**src/rtl/rx_pkg.sv**
```systemverilog
// Shared constants for the receive character decoder: control codes and FIFO marker words.
package rx_pkg;

  localparam logic [1:0] CC_FCT = 2'b00;
  localparam logic [1:0] CC_EOP = 2'b01;
  localparam logic [1:0] CC_EEP = 2'b10;
  localparam logic [1:0] CC_ESC = 2'b11;

  localparam logic [8:0] MARK_EOP = 9'h100;
  localparam logic [8:0] MARK_EEP = 9'h101;

  typedef enum logic {
    ST_NORMAL   = 1'b0,
    ST_ESC_PEND = 1'b1
  } dec_state_e;

endpackage

```
**src/rtl/rx_fifo.sv**
```systemverilog
// Show-ahead circular FIFO of 9-bit entries; a write into a full FIFO is accepted only with a same-cycle pop.
module rx_fifo #(
  parameter int DEPTH_LOG2 = 3
) (
  input  logic       clk_i,
  input  logic       srst_i,
  input  logic       wr_en_i,
  input  logic [8:0] wr_data_i,
  output logic       full_o,
  input  logic       rd_en_i,
  output logic [8:0] rd_data_o,
  output logic       rd_valid_o
);

  localparam int DEPTH = 1 << DEPTH_LOG2;
  localparam logic [DEPTH_LOG2:0] DEPTH_CNT = DEPTH_LOG2'(0) + (DEPTH_LOG2+1)'(DEPTH);

  logic [8:0]            mem_q [DEPTH];
  logic [DEPTH_LOG2-1:0] wr_ptr_q, wr_ptr_d;
  logic [DEPTH_LOG2-1:0] rd_ptr_q, rd_ptr_d;
  logic [DEPTH_LOG2:0]   count_q, count_d;
  logic                  empty;
  logic                  pop;
  logic                  push;

  assign empty      = (count_q == '0);
  assign full_o     = (count_q == DEPTH_CNT);
  assign pop        = rd_en_i && !empty;
  assign push       = wr_en_i && (!full_o || pop);
  assign rd_valid_o = !empty;
  // Head is forced to zero while empty so the output is defined out of reset.
  assign rd_data_o  = empty ? 9'h000 : mem_q[rd_ptr_q];

  always_comb begin
    wr_ptr_d = wr_ptr_q;
    rd_ptr_d = rd_ptr_q;
    count_d  = count_q;
    if (push) wr_ptr_d = wr_ptr_q + 1'b1;
    if (pop)  rd_ptr_d = rd_ptr_q + 1'b1;
    case ({push, pop})
      2'b10:   count_d = count_q + 1'b1;
      2'b01:   count_d = count_q - 1'b1;
      default: count_d = count_q;
    endcase
  end

  always_ff @(posedge clk_i) begin
    if (srst_i) begin
      wr_ptr_q <= '0;
      rd_ptr_q <= '0;
      count_q  <= '0;
    end else begin
      wr_ptr_q <= wr_ptr_d;
      rd_ptr_q <= rd_ptr_d;
      count_q  <= count_d;
    end
  end

  always_ff @(posedge clk_i) begin
    if (push) mem_q[wr_ptr_q] <= wr_data_i;
  end

endmodule

```
**src/rtl/rx_token_decoder.sv**
```systemverilog
// Resolves ESC sequences into link tokens and queues data bytes and packet markers for the packet layer.
module rx_token_decoder
  import rx_pkg::*;
#(
  parameter int DEPTH_LOG2 = 3
) (
  input  logic       rxClk,
  input  logic       rxReset,
  input  logic [7:0] q,
  input  logic       nchar,
  input  logic       lchar,
  input  logic       parityError,
  output logic       gotNull,
  output logic       gotFct,
  output logic       gotTime,
  output logic [7:0] timeOut,
  output logic       escError,
  output logic       parErr,
  output logic       overflow,
  output logic [8:0] rdData,
  output logic       rdValid,
  input  logic       rdReady
);

  dec_state_e state_q, state_d;
  logic       got_null_q, got_null_d;
  logic       got_fct_q, got_fct_d;
  logic       got_time_q, got_time_d;
  logic       esc_error_q, esc_error_d;
  logic       par_err_q, par_err_d;
  logic       overflow_q, overflow_d;
  logic [7:0] time_q, time_d;
  logic       fifo_wr;
  logic [8:0] fifo_wdata;
  logic       fifo_full;
  logic       bad_char;

  // Both strobes at once cannot be a legal character, so it is handled as a parity failure.
  assign bad_char = parityError || (nchar && lchar);

  always_comb begin
    state_d     = state_q;
    got_null_d  = 1'b0;
    got_fct_d   = 1'b0;
    got_time_d  = 1'b0;
    esc_error_d = 1'b0;
    par_err_d   = 1'b0;
    time_d      = time_q;
    fifo_wr     = 1'b0;
    fifo_wdata  = {1'b0, q};
    if (bad_char) begin
      par_err_d = 1'b1;
      state_d   = ST_NORMAL;
    end else if (nchar) begin
      if (state_q == ST_ESC_PEND) begin
        got_time_d = 1'b1;
        time_d     = q;
        state_d    = ST_NORMAL;
      end else begin
        fifo_wr = 1'b1;
      end
    end else if (lchar) begin
      if (state_q == ST_ESC_PEND) begin
        if (q[1:0] == CC_FCT) got_null_d = 1'b1;
        else                  esc_error_d = 1'b1;
        state_d = ST_NORMAL;
      end else begin
        case (q[1:0])
          CC_FCT: got_fct_d = 1'b1;
          CC_EOP: begin fifo_wr = 1'b1; fifo_wdata = MARK_EOP; end
          CC_EEP: begin fifo_wr = 1'b1; fifo_wdata = MARK_EEP; end
          default: state_d = ST_ESC_PEND;
        endcase
      end
    end
  end

  assign overflow_d = fifo_wr && fifo_full && !(rdReady && rdValid);

  always_ff @(posedge rxClk) begin
    if (rxReset) begin
      state_q     <= ST_NORMAL;
      got_null_q  <= 1'b0;
      got_fct_q   <= 1'b0;
      got_time_q  <= 1'b0;
      esc_error_q <= 1'b0;
      par_err_q   <= 1'b0;
      overflow_q  <= 1'b0;
      time_q      <= 8'h00;
    end else begin
      state_q     <= state_d;
      got_null_q  <= got_null_d;
      got_fct_q   <= got_fct_d;
      got_time_q  <= got_time_d;
      esc_error_q <= esc_error_d;
      par_err_q   <= par_err_d;
      overflow_q  <= overflow_d;
      time_q      <= time_d;
    end
  end

  assign gotNull  = got_null_q;
  assign gotFct   = got_fct_q;
  assign gotTime  = got_time_q;
  assign escError = esc_error_q;
  assign parErr   = par_err_q;
  assign overflow = overflow_q;
  assign timeOut  = time_q;

  rx_fifo #(
    .DEPTH_LOG2(DEPTH_LOG2)
  ) u_fifo (
    .clk_i      (rxClk),
    .srst_i     (rxReset),
    .wr_en_i    (fifo_wr),
    .wr_data_i  (fifo_wdata),
    .full_o     (fifo_full),
    .rd_en_i    (rdReady),
    .rd_data_o  (rdData),
    .rd_valid_o (rdValid)
  );

endmodule

```
**config.mk**
```make
export PLATFORM = sky130hd
export DESIGN_NAME = rx_token_decoder
export DESIGN_NICKNAME = d
export VERILOG_FILES = /design/src/rtl/rx_pkg.sv /design/src/rtl/rx_fifo.sv /design/src/rtl/rx_token_decoder.sv
export SDC_FILE = /design/constraint.sdc
export NUM_CORES = 1
export LEC_CHECK = 0
export ABC_CLOCK_PERIOD_IN_PS = 4000
export BUFFER_PORTS_ARGS = -buffer_cell sky130_fd_sc_hd__buf_4
export CAP_MARGIN = 15
export CORE_ASPECT_RATIO = 2
export CORE_MARGIN = 1
export CORE_UTILIZATION = 30
export CTS_CLUSTER_DIAMETER = 40
export DETAILED_ROUTE_END_ITERATION = 10
export PLACE_DENSITY = 0.48
export SLEW_MARGIN = 20
export SYNTH_ARGS = -nofsm -noshare
export SYNTH_HDL_FRONTEND = slang
export SYNTH_SLANG_ARGS = --single-unit
```
**constraint.sdc**
```tcl
create_clock -name rxClk -period 4 [get_ports rxClk]
set_input_delay 1.2 -clock rxClk [delete_from_list [all_inputs] [get_ports rxClk]]
set_output_delay 1.2 -clock rxClk [all_outputs]
set_load 0.03 [all_outputs]
```
Yosys cells after proc, flatten, opt, wreduce, memory -nomap -nowiden
Memory sizes are Yosys's and may differ from the RTL's. A register that Yosys moved wholly into a read port is not among the register bits.
Index checks and enable logic that the tools add are counted.
Word-level totals
  bits in registers: 25
  memory bits (writable): 72
  bits of input ports: 14
  output and inout bits: 24
  logic and storage cells: 68
  memories kept: 1
Cells by class
  add/sub/neg operators: 4
  equality and inequality tests: 5
  multiplexer cells: 23
  bitwise gates (word level): 4
  reduce and logical (&&, ||, !) cells: 20
Memory list
  u_fifo.mem_q: depth 8, width 9, rd ports 1, clocked after Yosys merged registers in 1, write ports 1, line rx_fifo.sv:18  | logic [8:0] mem_q [DEPTH];
Operator list (count)
  $mux 9: 5
  $pmux 9 s2: 1
  $mux 1: 14
  $reduce_or 5->1: 2
  $reduce_or 3->1: 3
  $pmux 4 s2: 1
  $add 3x1->3 const B: 2
  $mux 3: 2
  $logic_and 1x1->1: 5
  $add 4x1->4 const B: 1
  $eq 2x1->1 const B: 2
  $eq 2x2->1 const B: 2
  $eq 4x4->1 const B: 1
  $logic_not 4->1: 1
  $not 1->1: 4
  $sub 4x1->4 const B: 1
  $logic_not 1->1: 3
  $reduce_and 3->1: 1
  $logic_not 2->1: 1
  $logic_or 1x1->1: 2
  $reduce_bool 2->1: 1
  $reduce_or 2->1: 1

Longest topological paths before layout
Gate-level depths: netlist of the first run.
  word-level depth: 10
  depth in mapped cells: 12

Modules after synthesis
From an unflattened synthesis of the first run, not the netlist that was laid out.
Unflattened totals
  cell total of the unflattened synthesis: 276
  area total of the unflattened synthesis: 4277.9 um^2
Modules (own cells, without submodules)
  rx_fifo: times used 1, cells an instance 198, area an instance 3504.6 um^2, seq. area each 2422.3 um^2
  rx_token_decoder: times used 1, cells an instance 78, area an instance 773.2 um^2, seq. area each 300.3 um^2

Least setup slack after synthesis of the first run
Ideal clock, no wire load.
  kind: input to register
  start point: input port q[0]
  end point: register u_fifo.count_q[3]
  library setup time: 121 ps
  data arrival time: 3203 ps
  path slack: 676 ps
  stages on the path: 9
  path buffers: 0
  cells stage by stage: inv_1 > ha_1 > nand3b_1 > a32oi_1 > nand2_1 > ha_1 > or3_1 > o32ai_1 > mux2_2
Between the ends
  cells in the longest elaborated chain, start to end: 10
Ends and longest elaborated chain
  start, declared: line rx_token_decoder.sv:9  | input logic [7:0] q,
  $eq 2x2->1 or $eq 2x1->1 (tied branches): line rx_token_decoder.sv:68  | case (q[1:0])
  $reduce_or 2->1 (no source line) (*)
  $mux 1 (*): line rx_token_decoder.sv:68
  $mux 1 (*): line rx_token_decoder.sv:63  | if (state_q == ST_ESC_PEND) begin
  $mux 1 (*): line rx_token_decoder.sv:62  | end else if (lchar) begin
  $mux 1 (*): line rx_token_decoder.sv:54  | end else if (nchar) begin
  $mux 1 (*): line rx_token_decoder.sv:51  | if (bad_char) begin
  $logic_and 1x1->1 (*): line rx_fifo.sv:29  | assign push = wr_en_i && (!full_o || pop);
  $eq 2x1->1 or $eq 2x2->1 (tied branches): line rx_fifo.sv:40  | case ({push, pop})
  $pmux 4 s2 or $reduce_bool 2->1 (tied branches)
  end signal, assigned: line rx_fifo.sv:55  | count_q <= count_d;
  end, declared: line rx_fifo.sv:21  | logic [DEPTH_LOG2:0] count_q, count_d;
Every way passes the cells marked *; elsewhere a longest branch is shown, timed or not.
A chain may end at the register's enable or synchronous reset.

Final worst setup path of the first run
  start point: input port q[1]
  end point: register u_fifo.count_q[3]
The elaborated chain is that of the path after synthesis.

==> results of run 1 <==
## flip-flops by register name, summed over array words and instances, names as in the netlist, named ones only
signal           count
u_fifo.mem_q        72
timeOut              8
u_fifo.count_q       4
u_fifo.rd_ptr_q      3
u_fifo.wr_ptr_q      3
escError             1
gotFct               1
gotNull              1
gotTime              1
overflow             1
parErr               1
state_q              1
## kinds of logic (layout without fill, tap and decap cells)
logic type,after synthesis,in the layout,share of synthesized area (%)
fa+ha+maj,7,7,2.15
compound gates,27,27,3.84
mux,30,30,13.3
simple gates,89,89,10.8
buf+inv,17,69,2.09
xor+xnor,5,5,1.07
flops,100,100,66.8
## tightest hold or removal path, delay by kind of cell (launching register included)
family / cells / cell delay [ns]
AO/OA/AOI/OAI: 1 / 0.05
flip-flops: 1 / 0.31
AND/OR/NAND/NOR: 1 / 0.05
## area by class of cell
cell class              count  area, um^2  area share, %
clock buffers              13         272           5.56
clock inverters             3        43.8          0.897
inverters                   5        18.8          0.384
multi-input cells         158        1280           26.1
flip-flops and latches    100        2720           55.8
well taps                 152         190           3.89
repair buffers             48         360           7.38
## cells in the mapped netlist (all sizes together)
library cell	instances	area share (%)
o21ai	6	0.74
or3	4	0.74
nand3b	2	0.37
edfxtp	72	53
dfxtp	28	14
inv	5	0.46
mux4	18	10
nand3	5	0.61
a31oi	1	0.15
and2	6	0.92
xor2	4	0.86
mux2	2	0.55
o32ai	1	0.21
nand2b	5	0.77
a32o	1	0.25
a32oi	1	0.21
or2	1	0.15
xnor2	1	0.21
nand2	24	2.2
nor4	1	0.15
a21oi	16	2.1
mux2i	10	2.5
nor3b	1	0.31
nor3	6	0.98
nor2	28	2.6
a2111oi	1	0.21
clkbuf	6	0.58
ha	7	2.1
buf	6	1.0
or3b	1	0.21
nor2b	5	0.77
## through the flow
step                setup slack, ns  utilization [%]  instance area (um^2)
floorplan                     0.676                -                  4080
global placement              0.415             34.8                  4570
detailed placement            0.360             34.8                  4570
CTS                           0.721             37.2                  4880
global route                  0.589             37.2                  4880
finish                        0.717             37.2                  4880
## layer usage
layer  share of wire, %  GRT usage, %  up-vias
met2                 60          25.7       44
li1                   -             -     1118
met3                2.8          2.38        8
met1                 36          13.5     1176
met5                  0             0        -
met4                1.5          6.48        0
## path summary, 6_finish.rpt
path | start | end | depth (start not counted)
setup reg to reg | u_fifo.count_q[1]$_SDFFE_PP0P_ | u_fifo.count_q[3]$_SDFFE_PP0P_ | 7
setup / recovery | q[1] | u_fifo.count_q[3]$_SDFFE_PP0P_ | 10
hold reg to reg | timeOut[0]$_SDFFE_PP0P_ | timeOut[0]$_SDFFE_PP0P_ | 2
hold / removal | timeOut[0]$_SDFFE_PP0P_ | timeOut[0]$_SDFFE_PP0P_ | 2
## power by group
part,internal [mW],total [mW],switching [mW]
clock network,0.541,0.902,0.362
registers,1.15,1.19,0.0383
logic,0.287,0.719,0.432
total,1.97,2.81,0.832
==> results.yml, run 1 <==
floorplanning:
  coreArea_um2: 13100
  die_w_um: 84.4
  ios: 38
  die-area_um2: 14100
  row_count: 59
  die-height_um: 167
  initial_core_util_pct: 31.0
clock_tree:
  cts_buffers: 9
  h-tree-depth: 3
  clk_pin_slew_ns: 0.07
  clk_latency_ns: 0.34
  cts_tree: "done"
  cts_resized: 0
  cts_setup_buffers: 0
  cts.sinks: 100
  clockBufferDepth: 2
  holdBufCountCts: 0
  cts-root-buf: "clkbuf_16"
logic_synthesis:
  syn_nets: 296
  synth_seq_cells: 100
  netlist_instances: 275
  ys_warn_count: 0
  synth_area_um2: 4080
  yosys.cell_types.count: 38
  seq_area_frac_synth_pct: 66.8
  syn-mean-instance-area_um2: 14.8
worst_setup_path:
  cp-end-kind: "register"
  worstPathRequired_ns: 4.23
  crit_buf_inv: 2
  critPathArrivalTime_ns: 3.51
  crit_path_max_fanout: 6
  critical_path_class: "input pin to register"
  cp_slowest_stage_delay_ns: 0.40
  crit_family: "adder cells"
  cp-start-kind: "input pin"
  crit_top_cell: "ha_1"
  cpMaxStageDelayCell: "ha_1"
  r2r_setup_slack_ns: 1.48
  crit_chain: "buf_4 > inv_1 > ha_1 > nand3b_1 > a32oi_1 > nand2_1 > ha_1 > or3_1 > o32ai_1 > mux2_2"
run_status:
  status: "complete, but fails checks"
  violations: "design-rule violations"
drt:
  routedWlPerCell_um: 18.3
  drcViolationCount: 2
  drtPass1Iterations: 7
  drtIter0Drc: 130
  viasPerCell: 4.90
  wirelength_um: 8760
  ant_nets: 0
  vias: 2346
global_routing:
  grt_pass1_vias: 2379
  grt-ovfl-total: 0
  grt_pass1_wl_um: 13600
  grt_max_degree: 27
  antenna_found_initial: 0
  grtUsageTotal_pct: 13.3
final_layout:
  syn2layout_area_growth_pct: 19.8
  antenna_cells: 0
  layout_common_cells: "edfxtp_1 (72), buf_4 (48), nor2_1 (28), dfxtp_1 (28), nand2_1 (24)"
  nets: 343
  fillers: 1267
  drive_gt1_share_pct: 25.4
  fin_cells: 479
  final_common_cell: "edfxtp_1"
job:
  maxCapViolations: 0
place:
  detailed_place_hpwl_um: 6160
  routabilityCongestion: 0.738
  port_buffers: 37
  dp_cells: 463
sta:
  worst_pin_slew_ns: 1.01
  rsz0062_at_grt: "no"
  period_minus_slack_ns: 3.28
  whs_ns: 0.462
  drv_slew: 0
  setup_viol: 0
  fin_skew_ns: 0.0102
  final-hold-violation-count: 0
  finalCritPeriodShare_pct: 82.1
  fin_tns_setup_ns: 0
  slew_headroom_pct: 32.0
  fmax_mhz: 305
pwr:
  finalPower_mw: 2.81
  max-vdd-ir-drop_uv: 312
  p_per_area_nw_per_um2: 575
  leakage_nw: 1.70
min_path:
  hold_class: "register to register"
Power figures use the tool's default switching activity.
==> run 2, diff against run 1 <==
--- a/config.mk
+++ b/config.mk
@@ -5,7 +5,8 @@
 export SDC_FILE = /design/constraint.sdc
 export NUM_CORES = 1
 export LEC_CHECK = 0
-export ABC_CLOCK_PERIOD_IN_PS = 4000
+export ABC_AREA = 1
+export ABC_CLOCK_PERIOD_IN_PS = 2700
 export BUFFER_PORTS_ARGS = -buffer_cell sky130_fd_sc_hd__buf_4
 export CAP_MARGIN = 15
 export CORE_ASPECT_RATIO = 2
@@ -13,7 +14,7 @@
 export CORE_UTILIZATION = 30
 export CTS_CLUSTER_DIAMETER = 40
 export DETAILED_ROUTE_END_ITERATION = 10
-export PLACE_DENSITY = 0.48
+export PLACE_DENSITY = 0.5
 export SLEW_MARGIN = 20
 export SYNTH_ARGS = -nofsm -noshare
 export SYNTH_HDL_FRONTEND = slang
==> constraint.sdc (replaced) <==
create_clock -name rxClk -period 2.7 [get_ports rxClk]
set_input_delay 0.81 -clock rxClk [delete_from_list [all_inputs] [get_ports rxClk]]
set_output_delay 0.81 -clock rxClk [all_outputs]
set_load 0.03 [all_outputs]
==> results.yml, run 2 <==
run_status:
  status: "completed"
place:
  detailed_place_hpwl_um: 6930
  routabilityCongestion: 0.729
  port_buffers: 37
drt:
  drtIter0Drc: 172
  drcViolationCount: 0
  ant_nets: 0
  vias: 2921
  routedWlPerCell_um: 15.6
  viasPerCell: 4.78
  drtPass1Iterations: 4
  wirelength_um: 9550
worst_setup_path:
  crit_top_cell: "nor2_1"
  cp-start-kind: "register"
  r2r_setup_slack_ns: 0.64
  crit_chain: "inv_4 > o21ai_0 > o22ai_1 > nor2_1 > nor2_1 > buf_4"
  r2r_start: "u_fifo.count_q[2]$_SDFFE_PP0P_"
  regToRegEndpoint: "u_fifo.count_q[2]$_SDFFE_PP0P_"
  crit_buf_inv: 2
  cpMaxStageDelayCell: "dfxtp_1"
  critical_path_class: "register to primary output"
  crit_family: "buffers and inverters"
  worstPathRequired_ns: 1.89
  crit_path_max_fanout: 36
  cp-end-kind: "primary output"
  path_depth: 6
  cp_slowest_stage_delay_ns: 0.35
  critPathArrivalTime_ns: 1.73
  rr_worst_depth: 14
logic_synthesis:
  ys_warn_count: 0
  synthArstFlopShare_pct: 0
  ys.flop_type: "edfxtp_1"
  syn_nets: 414
  netlist_instances: 393
  yosysTopAreaCell: "edfxtp_1"
  netlist_top_cells_area: "edfxtp_1 (52%), dfxtp_1 (13%), nor2_1 (8.6%)"
  post-synth-top-count-cell: "nor2_1"
  synth_edf_count: 72
  synth_common_cells: "nor2_1 (95), edfxtp_1 (72), o21ai_0 (42)"
  yosys.cell_types.count: 32
  syn-mean-instance-area_um2: 10.6
  synth_area_um2: 4160
  synth_top_area_share_pct: 51.9
  synth_seq_cells: 100
  seq_area_frac_synth_pct: 65.4
floorplanning:
  die-height_um: 169
  coreArea_um2: 13500
  ios: 38
  die-area_um2: 14400
  initial_core_util_pct: 30.8
  die_w_um: 85.3
  row_count: 60
pwr:
  clkPwrFrac_pct: 27.5
  pwr-share-comb_pct: 33.4
  p_sw_mw: 1.58
  leakage_nw: 1.99
  swShare_pct: 34.7
  max-vdd-ir-drop_uv: 689
  seq_power_share_pct: 39.1
  p_int_mw: 2.97
  p_per_area_nw_per_um2: 905
global_routing:
  grt-ovfl-total: 0
  grt_pass1_wl_um: 15600
  grtUsageTotal_pct: 14.7
  grt_pass1_vias: 3065
  antenna_found_initial: 0
  grt_max_degree: 37
min_path:
  min_path_cells: 2
  holdPathEnd: "u_fifo.rd_ptr_q[2]$_SDFFE_PP0P_"
  min_from: "u_fifo.rd_ptr_q[2]$_SDFFE_PP0P_"
  hold_class: "register to register"
final_layout:
  drive_gt1_share_pct: 19.7
  multi_input_area_um2: 1220
  fillers: 1363
  antenna_cells: 0
  final-seq-area_um2: 2720
  nets: 472
  syn2layout_area_growth_pct: 20.9
  largest-register: "u_fifo.mem_q"
  layout_common_cells: "nor2_1 (95), edfxtp_1 (72), buf_4 (60)"
  largest_register_ff_count: 72
  final_common_cell: "nor2_1"
sta:
  period_minus_slack_ns: 2.54
  fin_tns_setup_ns: 0
  whs_ns: 0.484
  slew_headroom_pct: 72.3
  fin_skew_ns: 0.00537
  finalCritPeriodShare_pct: 94.0
  rsz0062_at_grt: "no"
  worst_pin_slew_ns: 0.416
  fmax_mhz: 394
  final-hold-violation-count: 0
  setup_viol: 0
  drv_slew: 0
clock_tree:
  cts_tree: "done"
  cts.sinks: 100
  holdBufCountCts: 0
  clk_pin_slew_ns: 0.07
  clockBufferDepth: 2
  cts_setup_buffers: 0
  cts_buffers: 9
  h-tree-depth: 3
  cts-root-buf: "clkbuf_16"
  cts_resized: 0
  clk_latency_ns: 0.34
job:
  maxCapViolations: 0
## run 2: cells by family (layout without fill, tap and decap cells)
| group | count (synthesis) | in the layout | share of synthesized area, % |
|---|---|---|---|
| AO/OA/AOI/OAI | 83 | 83 | 11.0 |
| flip-flops | 100 | 100 | 65.4 |
| XOR/XNOR | 4 | 4 | 0.841 |
| adder cells (fa/ha/maj) | 7 | 7 | 2.10 |
| buffers and inverters | 48 | 111 | 5.29 |
| AND/OR/NAND/NOR | 151 | 151 | 15.4 |
## run 2: metrics by stage
| step | std cells | util [%] | area, um^2 | setup slack (ns) | power, mW |
|---|---|---|---|---|---|
| finish | 611 | 37.2 | 5030 | 0.161 | 4.55 |
| global placement | 595 | 35.0 | 4730 | -0.108 | 3.35 |
| floorplan | 393 | - | 4160 | 0.0763 | 2.87 |
| global route | 611 | 37.2 | 5030 | 0.00689 | 4.84 |
| detailed placement | 595 | 35.0 | 4730 | -0.135 | 3.36 |
| CTS | 611 | 37.2 | 5020 | 0.105 | 4.62 |
## run 2: power by group through the flow
| stage | logic (mW) | clock network (mW) | registers [mW] |
|---|---|---|---|
| floorplan | 1.07 | 0 | 1.80 |
| global placement | 1.54 | 0 | 1.81 |
| detailed placement | 1.55 | 0 | 1.81 |
| CTS | 1.55 | 1.29 | 1.78 |
| global route | 1.71 | 1.34 | 1.79 |
| finish | 1.52 | 1.25 | 1.78 |
## run 2: worst max path at each step
stage | slack (ns) | start | endpoint
final | 0.16 | register | rdData[4]
after global routing | 0.007 | register | rdData[4]
after CTS | 0.10 | register | rdData[4]
after detailed placement | -0.14 | q[0] | u_fifo.count_q[2]$_SDFFE_PP0P_
after global placement | -0.11 | q[0] | u_fifo.count_q[2]$_SDFFE_PP0P_
after floorplan | 0.08 | q[0] | u_fifo.count_q[2]$_SDFFE_PP0P_
## run 2: metal layers
| layer | up-vias | GRT usage [%] | routed length [um] |
|---|---|---|---|
| li1 | 1463 | - | - |
| met3 | 19 | 2.10 | 315 |
| met4 | 0 | 8.55 | 310 |
| met1 | 1373 | 13.4 | 3340 |
| met5 | - | 0 | 0 |
| met2 | 66 | 29.6 | 5580 |
## run 2: final cells by class
class | instances | area share [%]
clock buffer | 10 | 4.55
clock inverter | 6 | 1.29
inverter | 33 | 2.54
multi-input combinational | 245 | 24.3
sequential | 100 | 54.1
tap | 155 | 3.85
timing repair buffer | 62 | 9.40
## run 2: worst min-delay path, delay by kind of cell (launching register included)
kind | cells | cell delay (ns)
AO/OA/AOI/OAI | 1 | 0.07
flip-flops | 1 | 0.31
buffers and inverters | 1 | 0.05
